$ cat src/rtl/series_ctrl.sv
// Control FSM sequencing a series-term datapath and accumulator for exp/sin/cos/sinh/cosh/ln(1+x).
// Optional early exit on negligible term: define SERIES_CTRL_EARLY_EXIT_EN.
module series_ctrl #(
  parameter int TERMS = 8,
  parameter int CNT_W = 4
) (
  input  logic             clk,
  input  logic             rst,
  input  logic             start,
  input  logic [2:0]       mode,
  input  logic             abort,
  input  logic             done,
  input  logic             term_zero,
  output logic             ready,
  output logic             init_one,
  output logic             init_zero,
  output logic             step,
  output logic             ld_acc,
  output logic             sub,
  output logic [CNT_W-1:0] term_idx,
  output logic             valid,
  output logic             mode_err
);

  typedef enum logic [2:0] {
    S_IDLE,
    S_INIT,
    S_STEP,
    S_WAIT,
    S_ACC,
    S_FIN
  } state_t;

  localparam logic [CNT_W-1:0] K_LAST = CNT_W'(TERMS - 1);

  state_t           state, state_nxt;
  logic [2:0]       mode_q;
  logic [CNT_W-1:0] k_q, k_nxt;
  logic             err_q;
  logic             exit_now;
  logic             accept;

  function automatic logic mode_legal(input logic [2:0] m);
    return m <= 3'd5;
  endfunction

  // exp/ln take every term, sin/sinh odd powers, cos/cosh even powers
  function automatic logic term_sel(input logic [2:0] m, input logic [1:0] kl);
    case (m)
      3'd1, 3'd3: return kl[0];
      3'd2, 3'd4: return ~kl[0];
      default:    return 1'b1;
    endcase
  endfunction

  function automatic logic term_sub(input logic [2:0] m, input logic [1:0] kl);
    case (m)
      3'd1, 3'd2: return kl[1];
      3'd5:       return ~kl[0];
      default:    return 1'b0;
    endcase
  endfunction

`ifdef SERIES_CTRL_EARLY_EXIT_EN
  assign exit_now = term_zero;
`else
  logic unused_term_zero;
  assign unused_term_zero = term_zero;
  assign exit_now = 1'b0;
`endif

  assign accept = (state == S_IDLE) && start;

  always_ff @(posedge clk) begin
    if (!rst) begin
      state  <= S_IDLE;
      k_q    <= '0;
      mode_q <= '0;
      err_q  <= 1'b0;
    end else begin
      state <= state_nxt;
      k_q   <= k_nxt;
      err_q <= accept && !mode_legal(mode);
      if (accept && mode_legal(mode)) mode_q <= mode;
    end
  end

  always_comb begin
    state_nxt = state;
    k_nxt     = k_q;
    case (state)
      S_IDLE: if (start && mode_legal(mode)) state_nxt = S_INIT;
      S_INIT: begin
        k_nxt     = CNT_W'(1);
        state_nxt = S_STEP;
      end
      S_STEP: state_nxt = S_WAIT;
      S_WAIT: if (done) state_nxt = S_ACC;
      S_ACC: begin
        if ((k_q == K_LAST) || exit_now) begin
          state_nxt = S_FIN;
        end else begin
          k_nxt     = k_q + CNT_W'(1);
          state_nxt = S_STEP;
        end
      end
      S_FIN: begin
        k_nxt     = '0;
        state_nxt = S_IDLE;
      end
      default: begin
        k_nxt     = '0;
        state_nxt = S_IDLE;
      end
    endcase
    // abort wins over done and every normal transition
    if (abort && (state != S_IDLE)) begin
      state_nxt = S_IDLE;
      k_nxt     = '0;
    end
  end

  always_comb begin
    ready     = (state == S_IDLE);
    init_one  = 1'b0;
    init_zero = 1'b0;
    if (state == S_INIT) begin
      init_one  = (mode_q == 3'd0) || (mode_q == 3'd2) || (mode_q == 3'd4);
      init_zero = !init_one;
    end
    step     = (state == S_STEP);
    ld_acc   = (state == S_ACC) && !abort && term_sel(mode_q, k_q[1:0]);
    sub      = ld_acc && term_sub(mode_q, k_q[1:0]);
    valid    = (state == S_FIN) && !abort;
    term_idx = k_q;
    mode_err = err_q;
  end

endmodule

$ cat config.mk
export PLATFORM = sky130hd
export DESIGN_NAME = series_ctrl
export DESIGN_NICKNAME = d
export VERILOG_FILES = /design/src/rtl/series_ctrl.sv
export SDC_FILE = /design/constraint.sdc
export NUM_CORES = 1
export LEC_CHECK = 0
export ABC_CLOCK_PERIOD_IN_PS = 1600
export CORE_MARGIN = 2
export CORE_UTILIZATION = 44
export DETAILED_ROUTE_END_ITERATION = 10
export GPL_TIMING_DRIVEN = 0
export PLACE_DENSITY = 0.83
export SYNTH_ARGS = -nofsm -noshare
export SYNTH_HDL_FRONTEND = slang
export SYNTH_SLANG_ARGS = --single-unit
$ cat constraint.sdc
create_clock -name clk -period 1.6 [get_ports clk]
set_clock_uncertainty 0.15 [all_clocks]
set_input_delay 0.24 -clock clk [delete_from_list [all_inputs] [get_ports clk]]
set_output_delay 0.24 -clock clk [all_outputs]
set_load 0.01 [all_outputs]
# Word level (Yosys, flattened, before mapping)

Index checks and enable logic that the tools add are counted.
Widths: inputs -> output; s select.

Register bits after elaboration: 11
Latch bits: 0
Bits in writable memories: 0
ROM bits: 0
Output and inout port bits: 12
Logic and storage cells: 57
Memories kept: 0

Add/subtract/negate cells: 1
Multipliers: 0
Divide/modulo/power cells: 0
$lt $le $gt $ge: 1
Eq/ne operators: 14
Shift operators: 0
Muxes and demuxes: 10
Bitwise logic cells: 3
Reduce and logical (&&, ||, !) cells: 24

Operator list:

| cell                | count |
|---|---|
| $pmux 3 s5          | 1 |
| $eq 3x2->1 const B  | 4 |
| $eq 3x3->1 const B  | 4 |
| $pmux 4 s3          | 1 |
| $logic_and 1x1->1   | 9 |
| $mux 3              | 3 |
| $reduce_or 2->1     | 4 |
| $eq 3x1->1 const B  | 2 |
| $logic_not 3->1     | 2 |
| $add 4x1->4 const B | 1 |
| $eq 4x3->1 const B  | 1 |
| $mux 4              | 1 |
| $ne 2x2->1 const B  | 2 |
| $pmux 1 s2          | 2 |
| $reduce_and 2->1    | 2 |
| $le 3x3->1 const B  | 1 |
| $logic_not 1->1     | 3 |
| $not 1->1           | 3 |
| $reduce_bool 3->1   | 1 |
| $reduce_or 3->1     | 1 |
| $logic_or 1x1->1    | 2 |
| $mux 1              | 2 |
| $ne 2x1->1 const B  | 1 |

# Logic depth before layout (Yosys ltp)

Depth in word-level cells: 5
Depth in mapped cells: 5

# Least setup slack after synthesis

Ideal clock, no wire load.

Path kind: register to output
Start point: reg k_q[0], in the netlist term_idx[0]
End point: out sub
Arrival: 1.251 ns
Setup slack: -0.041 ns
Stages on the path, launching flop included: 5
Buffers on the path: 0
Path through: dfxtp_1 -> nand2b_1 -> a21oi_1 -> nor4b_2 -> o21a_1

Longest elaborated chain between the ends: 4
Elaborated cells between the ends (all ways): 5

Ends and longest elaborated chain:

| item                     | RTL line | RTL |
|---|---|---|
| start: declaration       | 38       | `logic [CNT_W-1:0] k_q, k_nxt;` |
| start signal: assignment | 82       | `k_q <= k_nxt;` |
| $not 1->1                | 51       | `3'd2, 3'd4: return ~kl[0];` |
| $pmux 1 s2 *             | 49       | `case (m)` |
| $logic_and 1x1->1 *      | 132      | `ld_acc = (state == S_ACC) && !abort && term_sel(mode_q, k_q[1:0]);` |
| net ld_acc               | 18       | `output logic ld_acc,` |
| $logic_and 1x1->1 *      | 133      | `sub = ld_acc && term_sub(mode_q, k_q[1:0]);` |
| end: declaration         | 19       | `output logic sub,` |

The timed path passes the listed nets; every way through them passes the cells marked *.

# Worst setup path in the final report

Start point: reg state[2]
End point: out sub

Longest elaborated chain between the ends: 4

Ends and longest elaborated chain:

| item                            | RTL line | RTL |
|---|---|---|
| start: declaration              | 36       | `state_t state, state_nxt;` |
| start signal: assignment        | 81       | `state <= state_nxt;` |
| $eq 3x3->1                      | 132      |  |
| $logic_and 1x1->1 (2 in series) | 132      |  |
| $logic_and 1x1->1               | 133      |  |

Every way passes these cells.

==> qor.txt <==
status = complete, but fails checks
failing checks = setup timing
CTS H-tree lvls = 1
Max FO, Critical Path = 4
CTS tree = built
WHS = 0.382 ns
Ys Warns = 0
fin crit share = 113%
Fmax achieved = 553 MHz
minimum clock period = 1.81 ns
Clock Pin Slew Worst Setup and Hold Paths = 0.08 ns
final hold viol count = 0
wire per inst = 16.7 um
slowest cell delay on critical path = 0.38 ns
RSZ-0062 raised after global routing = true
cts bufs inserted = 3
worst hold path type = in -> reg
Placer Congestion = 0.819
worst skew pair latency = 0.28 ns
Setup crit end kind = output pin
DR vias = 857
share of layout cells above drive strength 1 = 45.5%
Congestion Overflow GR = 0
CP Data Required Time = 1.21 ns
antenna diode count = 0
FILL cells = 110
slowest library cell on the worst path = dfxtp_4
Initial Utilization = 46.9%
Mapped Cells = 85
Finish-stage setup viols = 4
CP bufs+invs = 1
input/output buffers = 19
Least-Margin Pin Slew = 0.491 ns
switching power total = 268 uW
most frequent cells in the layout = buf_4, nand2_1, clkdlybuf4s50_1
max_cap viols = 0
Post-DRT Antenna Nets = 0
1st-iter DRT viols = 36
# rows = 14
Internal = 529 uW
final WL = 2330 um
startpoint class of the critical path = register
delay-heaviest family, CP = simple AND/OR/NAND/NOR gates
Final Worst Setup Slack = -0.207 ns
crit-path cells = nor3b_4, nor4b_4, o21a_1, buf_2
Max rail drop VDD = 589 uV
Power Total = 797 uW
Pwr Density = 679 mW/mm2
critical path class = reg -> out
hold_buf cts = 0
initial antenna violation count = 0
sequential area share after synthesis = 31.2%
syn_nets = 95
die width = 44.1 um
synth unique cells = 40
residual DRC count = 0
Yosys reg bits = 11
Arr. time, crit path = 1.42 ns
Net Sw Frac = 33.6%
Ports = 21
final max-slew violation count = 0
GRT Util Overall = 27.1%
Clock Path Buffers = 2
dpl hpwl = 1310 um
commonest non-fill, non-tap cell in the layout = buf_4
Mapped Area = 707 um2
vias in the first global route = 794
clock sinks = 11
combinational share of power = 34.7%
first-pass GRT wire length = 3750 um
Pleak = 0.482 nW
worst rel slew slack = 67.2%
clock share of power = 26.1%
mean post-synth cell area = 8.32 um2
nets = 134
Core Footprint = 0.00151 mm2
height of the die = 44.1 um
DR pass1 iterations = 5
post-layout util = 77.9%
Root Driver = clkbuf_4
area delta synth->final = 66.0%
die area = 0.00194 mm2
Reg power frac = 39.2%
largest net degree at the start of global routing = 9
vias per cell = 6.17
path summary, 6_finish.rpt:
kind,startpoint,endpoint,cells after the start,slack (ns)
setup reg to reg,state[1]$_SDFFE_PP0P_,term_idx[3]$_SDFFE_PP0P_,6,0.05
setup / recovery,state[2]$_SDFFE_PP0P_,sub,4,-0.21
hold reg to reg,mode_q[2]$_SDFFE_PN0P_,mode_q[2]$_SDFFE_PN0P_,2,0.38
hold / removal,mode[0],mode_q[0]$_SDFFE_PN0P_,3,0.38
final cells by class:
type	instances	area (um2)	area share, %
buffer	2	26.3	2.24
clock buffer	4	26.3	2.24
inverter	1	3.75	0.320
multi-input combinational	70	558	47.5
sequential	11	245	20.9
tap	16	20.0	1.71
timing repair buffer	35	294	25.1
cells by family after synthesis:
logic type | synth area share (%)
AND/OR/NAND/NOR | 35.8
AO/OA/AOI/OAI | 25.0
flip-flops | 31.2
buffers and inverters | 3.72
XOR/XNOR | 1.24
multiplexers | 1.42
adder cells (fa/ha/maj) | 1.77
power by group through the flow:
stage               clock, mW  combinational [mW]  sequential (mW)
floorplan                   0               0.112            0.317
global placement            0               0.180            0.320
CTS                     0.206               0.252            0.310
detailed placement          0               0.185            0.322
global route            0.219               0.294            0.314
finish                  0.208               0.277            0.312
per-stage QoR:
stage	cells	setup slack (ns)	instance area, um2	setup TNS [ns]
after floorplan	85	0.0419	717	0
after global placement	120	-0.515	927	-3.39
after detailed placement	120	-0.525	927	-3.73
after CTS	139	-0.181	1130	-0.280
after global routing	139	-0.240	1170	-0.545
final	139	-0.207	1170	-0.365
metal layers:
metal | track usage, % | vias up | wire, um
li1 | - | 399 | -
met1 | 33.8 | 413 | 980
met2 | 43.8 | 40 | 1160
met3 | 5.71 | 5 | 144
met4 | 13.9 | 0 | 44
met5 | 0 | - | 0
flip-flops by register name (all words and copies together), names as in the netlist:
name      count
term_idx      4
mode_q        3
state         3
mode_err      1
synth_stat cells:
master | number | area (um2)
or2b_1 | 1 | 7.51
buf_4 | 1 | 7.51
ha_1 | 1 | 12.5
xnor2_1 | 1 | 8.76
nor2b_4 | 1 | 13.8
clkbuf_1 | 1 | 3.75
nor3_2 | 1 | 10.0
nand2_1 | 8 | 30.0
or2_1 | 1 | 6.26
mux2i_1 | 1 | 10.0
nor4b_2 | 1 | 15.0
a311o_1 | 1 | 10.0
nor3b_2 | 1 | 12.5
nor4bb_1 | 2 | 20.0
o21bai_1 | 1 | 7.51
o311ai_0 | 1 | 8.76
nand4b_1 | 1 | 8.76
a31oi_1 | 1 | 6.26
nor2b_1 | 2 | 12.5
nand3b_1 | 3 | 22.5
o21ai_0 | 3 | 15.0
nor4_1 | 1 | 6.26
a21boi_0 | 4 | 30.0
nor2_1 | 9 | 33.8
a32oi_1 | 1 | 8.76
nand3_1 | 4 | 20.0
a21oi_1 | 6 | 30.0
a22oi_1 | 1 | 7.51
a2bb2oi_1 | 1 | 8.76
nand4_1 | 1 | 6.26
o2111ai_1 | 2 | 17.5
inv_1 | 1 | 3.75
nand2b_1 | 1 | 6.26
dfxtp_1 | 11 | 220
buf_6 | 1 | 11.3
o21a_1 | 1 | 7.51
and3_1 | 1 | 6.26
a21oi_2 | 1 | 8.76
nor3b_1 | 2 | 15.0
o21ai_1 | 2 | 10.0
timing repair:
| item | 4_1_cts | 5_1_grt |
|---|---|---|
| endpoints found under the setup margin | 11 | 12 |
| resized for setup | 61 | 16 |
| pin swaps | 6 | 1 |
| buffers inserted | 15 | 1 |
worst register-to-register path, stage by stage, from the launching register on:
cell     delay [ns]
dfxtp_4        0.37
buf_6          0.14
buf_4          0.15
or2_1          0.26
a21oi_1        0.19
o21ai_2        0.12
a21oi_2        0.11
Note: power is estimated with default switching activity, not from simulation.
